==> src/rtl/axi_lite_mem_master.sv <==
// axi_lite_mem_master: bridges a simple single-request core memory port onto
// an AXI4-Lite master with at most one transaction outstanding. Reads issue
// AR then wait for R; writes issue AW and W together, then wait for B.
// Build option MISALIGN_CHECK_EN: when defined, requests whose address is not
// word aligned get an immediate error response and never reach the bus.
module axi_lite_mem_master (
  input  logic        clk,
  input  logic        rstn,
  // core request / response
  input  logic        req_valid,
  output logic        req_ready,
  input  logic        req_we,
  input  logic [31:0] req_addr,
  input  logic [31:0] req_wdata,
  input  logic [3:0]  req_wstrb,
  output logic        resp_valid,
  output logic [31:0] resp_data,
  output logic        resp_err,
  // AXI4-Lite read channels
  output logic [31:0] m_araddr,
  output logic        m_arvalid,
  input  logic        m_arready,
  output logic [2:0]  m_arprot,
  input  logic [31:0] m_rdata,
  input  logic [1:0]  m_rresp,
  input  logic        m_rvalid,
  output logic        m_rready,
  // AXI4-Lite write channels
  output logic [31:0] m_awaddr,
  output logic        m_awvalid,
  input  logic        m_awready,
  output logic [2:0]  m_awprot,
  output logic [31:0] m_wdata,
  output logic [3:0]  m_wstrb,
  output logic        m_wvalid,
  input  logic        m_wready,
  input  logic [1:0]  m_bresp,
  input  logic        m_bvalid,
  output logic        m_bready
);

  typedef enum logic [2:0] {IDLE, AR, R, W, B} state_t;

  state_t      state, state_next;
  logic [31:0] addr_q;
  logic [31:0] wdata_q;
  logic [3:0]  wstrb_q;
  logic        aw_done;      // AW handshake already taken in this write
  logic        w_done;       // W handshake already taken in this write
  logic        run_q;        // low during reset and until the first clock after it
  logic        accept;
  logic        misaligned;
  logic        aw_hs;
  logic        w_hs;
  logic        aw_fin;
  logic        w_fin;
  logic        unused_resp_lsb;

  // Only the SLVERR/DECERR bit of the responses matters to the core.
  assign unused_resp_lsb = ^{m_rresp[0], m_bresp[0]};

  assign req_ready = run_q && (state == IDLE);
  assign accept    = req_valid && req_ready;

`ifdef MISALIGN_CHECK_EN
  assign misaligned = (req_addr[1:0] != 2'b00);
`else
  assign misaligned = 1'b0;
`endif

  // Channel outputs are pure decodes of state and latched payload, so they
  // cannot change while a valid waits for its ready.
  assign m_arvalid = (state == AR);
  assign m_araddr  = addr_q;
  assign m_arprot  = 3'b000;
  assign m_rready  = (state == R);
  assign m_awvalid = (state == W) && !aw_done;
  assign m_wvalid  = (state == W) && !w_done;
  assign m_awaddr  = addr_q;
  assign m_awprot  = 3'b000;
  assign m_wdata   = wdata_q;
  assign m_wstrb   = wstrb_q;
  assign m_bready  = (state == B);

  assign aw_hs  = m_awvalid && m_awready;
  assign w_hs   = m_wvalid && m_wready;
  assign aw_fin = aw_done || aw_hs;
  assign w_fin  = w_done || w_hs;

  // State register.
  always_ff @(posedge clk or negedge rstn) begin
    // NOTE: sequential state uses non-blocking assignments so every flop
    // samples the pre-edge value of every other flop.
    if (!rstn) state <= IDLE;
    else       state <= state_next;
  end

  // Next-state decode.
  always_comb begin
    // NOTE: default assigned first so no branch leaves state_next unassigned,
    // which would otherwise infer a latch.
    state_next = state;
    case (state)
      IDLE:    if (accept && !misaligned) state_next = req_we ? W : AR;
      AR:      if (m_arready)             state_next = R;
      R:       if (m_rvalid)              state_next = IDLE;
      W:       if (aw_fin && w_fin)       state_next = B;
      B:       if (m_bvalid)              state_next = IDLE;
      default:                            state_next = IDLE;
    endcase
  end

  // Request latch, write-channel progress flags and the registered response.
  always_ff @(posedge clk or negedge rstn) begin
    if (!rstn) begin
      run_q      <= 1'b0;
      addr_q     <= '0;
      wdata_q    <= '0;
      wstrb_q    <= '0;
      aw_done    <= 1'b0;
      w_done     <= 1'b0;
      resp_valid <= 1'b0;
      resp_data  <= '0;
      resp_err   <= 1'b0;
    end else begin
      run_q      <= 1'b1;
      resp_valid <= 1'b0;
      if (accept) begin
        addr_q  <= req_addr;
        wdata_q <= req_wdata;
        wstrb_q <= req_wstrb;
        aw_done <= 1'b0;
        w_done  <= 1'b0;
      end
      if (state == W) begin
        if (aw_hs) aw_done <= 1'b1;
        if (w_hs)  w_done  <= 1'b1;
      end
      if (accept && misaligned) begin
        resp_valid <= 1'b1;
        resp_data  <= '0;
        resp_err   <= 1'b1;
      end
      if ((state == R) && m_rvalid) begin
        resp_valid <= 1'b1;
        resp_data  <= m_rdata;
        resp_err   <= m_rresp[1];
      end
      if ((state == B) && m_bvalid) begin
        resp_valid <= 1'b1;
        resp_data  <= '0;
        resp_err   <= m_bresp[1];
      end
    end
  end

endmodule

==> config.mk <==
export PLATFORM = sky130hd
export DESIGN_NAME = axi_lite_mem_master
export DESIGN_NICKNAME = d
export VERILOG_FILES = /design/src/rtl/axi_lite_mem_master.sv
export SDC_FILE = /design/constraint.sdc
export NUM_CORES = 1
export LEC_CHECK = 0
export ABC_AREA = 1
export ABC_CLOCK_PERIOD_IN_PS = 3000
export BUFFER_PORTS_ARGS = -buffer_cell sky130_fd_sc_hd__buf_2
export CAP_MARGIN = 20
export CORE_MARGIN = 5
export CORE_UTILIZATION = 49
export CTS_BUF_LIST = sky130_fd_sc_hd__clkbuf_4 sky130_fd_sc_hd__clkbuf_8
export DETAILED_ROUTE_END_ITERATION = 6
export GPL_ROUTABILITY_DRIVEN = 1
export GPL_TIMING_DRIVEN = 0
export PLACE_DENSITY = 0.95
export SLEW_MARGIN = 0
export SYNTH_ARGS = -nofsm -noshare
export SYNTH_HDL_FRONTEND = slang
export SYNTH_SLANG_ARGS = --single-unit
export TNS_END_PERCENT = 20
==> constraint.sdc <==
create_clock -name clk -period 3 [get_ports clk]
set_input_delay 0.6 -clock clk [delete_from_list [all_inputs] [get_ports clk]]
set_output_delay 0.6 -clock clk [all_outputs]
set_load 0.005 [all_outputs]
# == Word-level counts from Yosys, hierarchy flattened ==
# Index checks and enable logic that the tools add are counted.
# word_totals
register_bits,108
output_inout_bits,146
# op_classes
eq_ne,9
muxes,19
n_reduce_logical,16
# op_table
op,n
$mux W32,2
$mux W3,5
$pmux W3 S5,1
$mux W1,10
$logic_and A1 B1 Y1,9
$ne A2 B2 Y1 const B,4
$eq A3 B2 Y1 const B,2
$reduce_and A5 Y1,1
$eq A3 B1 Y1 const B,1
$eq A3 B3 Y1 const B,1
$logic_not A3 Y1,1
$logic_not A1 Y1,2
$logic_or A1 B1 Y1,2
$mux W2,1
$ne A2 B1 Y1 const B,1
$reduce_bool A2 Y1,1

# == Depth between registers and ports, before layout ==
# logic_depth
word_depth,7
mapped_depth,10
mapped_depth_nobuf,8

# == Least setup slack after synthesis ==
# OpenSTA, ideal clock, no wires.
# synth_path
path_type,flip-flop to output port
from,register state[0]
to,output port m_rready
t_arrival_ns,0.927
t_required_ns,2.400
slack_ns,1.473
path_stages_with_launch,4
cell_sequence,dfrtp_1 buf_6 nor3_4 buf_4
# synth_between
elab_chain_len,1
# synth_rtl
element,line_no,rtl
start: declaration,44,"state_t state, state_next;"
start signal: assignment,95,else state <= state_next;
$eq A3 B2 Y1,76,assign m_rready = (state == R);
end: declaration,27,"output logic m_rready,"
# No other way between the ends.

# == Worst setup path in the final report ==
# layout_path
from,register state[1]
to,output port m_rready
# Same word-level chain as after synthesis.

==> metrics <==
status=complete, no violations; Synth area leaders=dfrtp_1 59%, nand2_1 23%, buf_4 6.7%; Starting Density=between 40% and 50%; final hold violation count=0; cells after synthesis=between 500 and 600; die span in x=107 um; Clock Skew=roughly 0.011 ns; fin area=slightly above 0.006 mm^2; worst setup path end=m_rready; max-cap viol count=0; Syn. warnings=0; Worst R2R Path Depth=10; drt via density=roughly 4.7; largest net degree at the start of global routing=58; Area after DPL=~0.0060 mm^2; final cell count without fillers=912; first-pass GRT wire length=20200 um; total global routing overflow=0; # nets final=approximately 910; period utilisation layout=approximately 72%; Worst path most repeated cell=buf_2; PnR worst setup slack=approximately 0.84 ns; Final Wtd Congestion=about 0.80; share of the synthesized area in the top cell type=58.8%; clock-pin transition on the worst setup and hold timing paths=0.10 ns; Pleak=3.86 nW; WL final=12700 um; slowest stage delay, CP=about 0.34 ns; Critical path origin=state[1]; Post-CTS Resized=0; clock sink count=~110; final HPWL from detailed placement=between 10000 and 15000 um; num rows=35; Fmax achieved=0.463 GHz; setup TNS=0 ns; post-CTS setup buffer count=0; Port-buffer cells=about 250; HP Class=input port to async pin; Final Util=between 60% and 70%; Num CTS Buffers=9; die area=between 0.01 and 0.015 mm^2; CTS tree=yes; Root Buffer=clkbuf_8; VDD IR-drop max=0.000487 V; r2r setup slk=roughly 1.3 ns; CP max FO=10; Avg Cell Area, Syn=~8.7 um^2; Total GRT Usage=between 20% and 30%; IO Pins=between 200 and 300; Syn Std Cell Area=around 0.0046 mm^2; Placeable Area=about 0.0092 mm^2; Worst-Skew Late Latency=~0.35 ns; library cells used by synthesis=19; antenna diode count=0; type of origin of the critical path=flip-flop; H-tree Lvls=3; antenna violations before repair=0; post-route ant nets=0; DR iter-0 viols=219; placed cells=896; DIE HEIGHT=107 um; Worst EP required=roughly 2.4 ns; pins over their slew limit=0; DR vias=about 4300; slew of the pin with the lowest slew margin=~0.65 ns; FF-to-FF Start=state[0]; fillers=approximately 790; Rel. slew slack=between 50% and 60%; kind of end point of the critical path=primary output; Setup CP Type=flip-flop to primary output; Post-Place Setup Slack=about 1.2 ns; crit path DAT=between 1.5 and 2 ns; Clock Path Buffers=2; DRT Pass-1 Iters=4; crit path max-delay cell type=dfrtp_1; r2r endpoint=m_araddr[13]; worst hold margin=0.260 ns; PD cells=about 950 mW/mm^2; RSZ-0062 raised after global routing=false; CP cell instances=buf_2, inv_2, nor3_4, buf_4, buf_2; final setup fails=0; Tot Pwr=slightly below 6 mW; routed len/inst=around 14 um; CTS Hold Bufs=0; share of cells above drive strength 1=about two fifths; Layout area overhead=35.4%; # DRC=0; Seq/Total Area, Yosys=between 50% and 60%; vias in the first global route=4254; cell taking the most area after synthesis=dfrtp_1; Yosys reg bits=~110; fin crit period=between 2 and 2.5 ns
==> synth_stat cells (all sizes together) <==
master / number
nand2: 281
dfrtp: 108
buf: 63
nand3: 42
inv: 14
nor2: 10
clkbuf: 2
conb: 2
nor3: 2
o21bai: 2
a21oi: 1
nand3b: 1
nor3b: 1
o21ai: 1
==> routing by layer <==
| layer | vias to the layer above | global-route usage (%) | routed length [um] |
|---|---|---|---|
| li1 | 2102 | - | - |
| met4 | 0 | 8.13 | 376 |
| met2 | 170 | 39.5 | 6670 |
| met5 | - | 0 | 0 |
| met3 | 26 | 5.84 | 834 |
| met1 | 1987 | 25.9 | 4790 |
==> worst min path at each step <==
stage / to / slack [ns] / cells after the start
finish: resp_data[4] / 0.26 / 1
global placement: resp_data[12] / 0.45 / 2
detailed placement: m_wdata[22] / 0.45 / 2
global route: resp_data[4] / 0.30 / 1
CTS: resp_data[4] / 0.28 / 1
floorplan: aw_done / 0.30 / 0
==> logic make-up (layout without fill, tap and decap cells) <==
logic type             Yosys count  in the layout  share of synthesized area (%)
AOI/OAI and AO/OA                4              4                          0.544
buffers and inverters           79            345                           11.2
DFF                            108            108                           58.8
other                            2              7                          0.163
and+or+nand+nor                337            337                           29.3
==> cell usage in the layout, fill, tap and decap left out <==
master	count
nand2_1	281
clkinv_4	2
nor2_1	9
dfrtp_1	108
clkbuf_8	10
nor3_4	1
conb_1	7
nand3_1	42
o21ai_0	1
buf_2	264
nand3b_1	1
buf_4	42
a21oi_1	1
nor3_1	1
inv_8	2
o21bai_1	2
inv_2	3
nor3b_2	1
clkbuf_1	2
buf_16	1
buf_6	6
inv_1	11
inv_6	1
nor2_2	1
clkinv_2	1
==> sequential cells by signal, indices dropped and copies added, names as in the netlist, 3 cells and up <==
register   count
m_araddr      32
m_wdata       32
resp_data     32
m_wstrb        4
state          3
==> final cells by class <==
cell class | count | area [um^2] | area share, %
inverters | 14 | 52.6 | 0.845
flip-flops and latches | 108 | 2700 | 43.4
multi-input cells | 348 | 1400 | 22.5
repair buffers | 250 | 1280 | 20.5
clock inverters | 6 | 53.8 | 0.865
plain buffers | 65 | 463 | 7.44
clock buffers | 10 | 138 | 2.21
well taps | 111 | 139 | 2.23
==> worst max-delay path, delay by kind of cell, from the launching register on <==
kind,cells,cell delay (ns)
buf+inv,4,0.62
flops,1,0.34
simple gates,1,0.26
==> where the power goes <==
| group | switching, mW | leakage [nW] | internal (mW) |
|---|---|---|---|
| logic | 1.29 | 2.41 | 1.28 |
| registers | 0.404 | 1.35 | 2.11 |
| clock network | 0.501 | 0.101 | 0.342 |
| total | 2.19 | 3.86 | 3.73 |
Power figures use the tool's default switching activity.
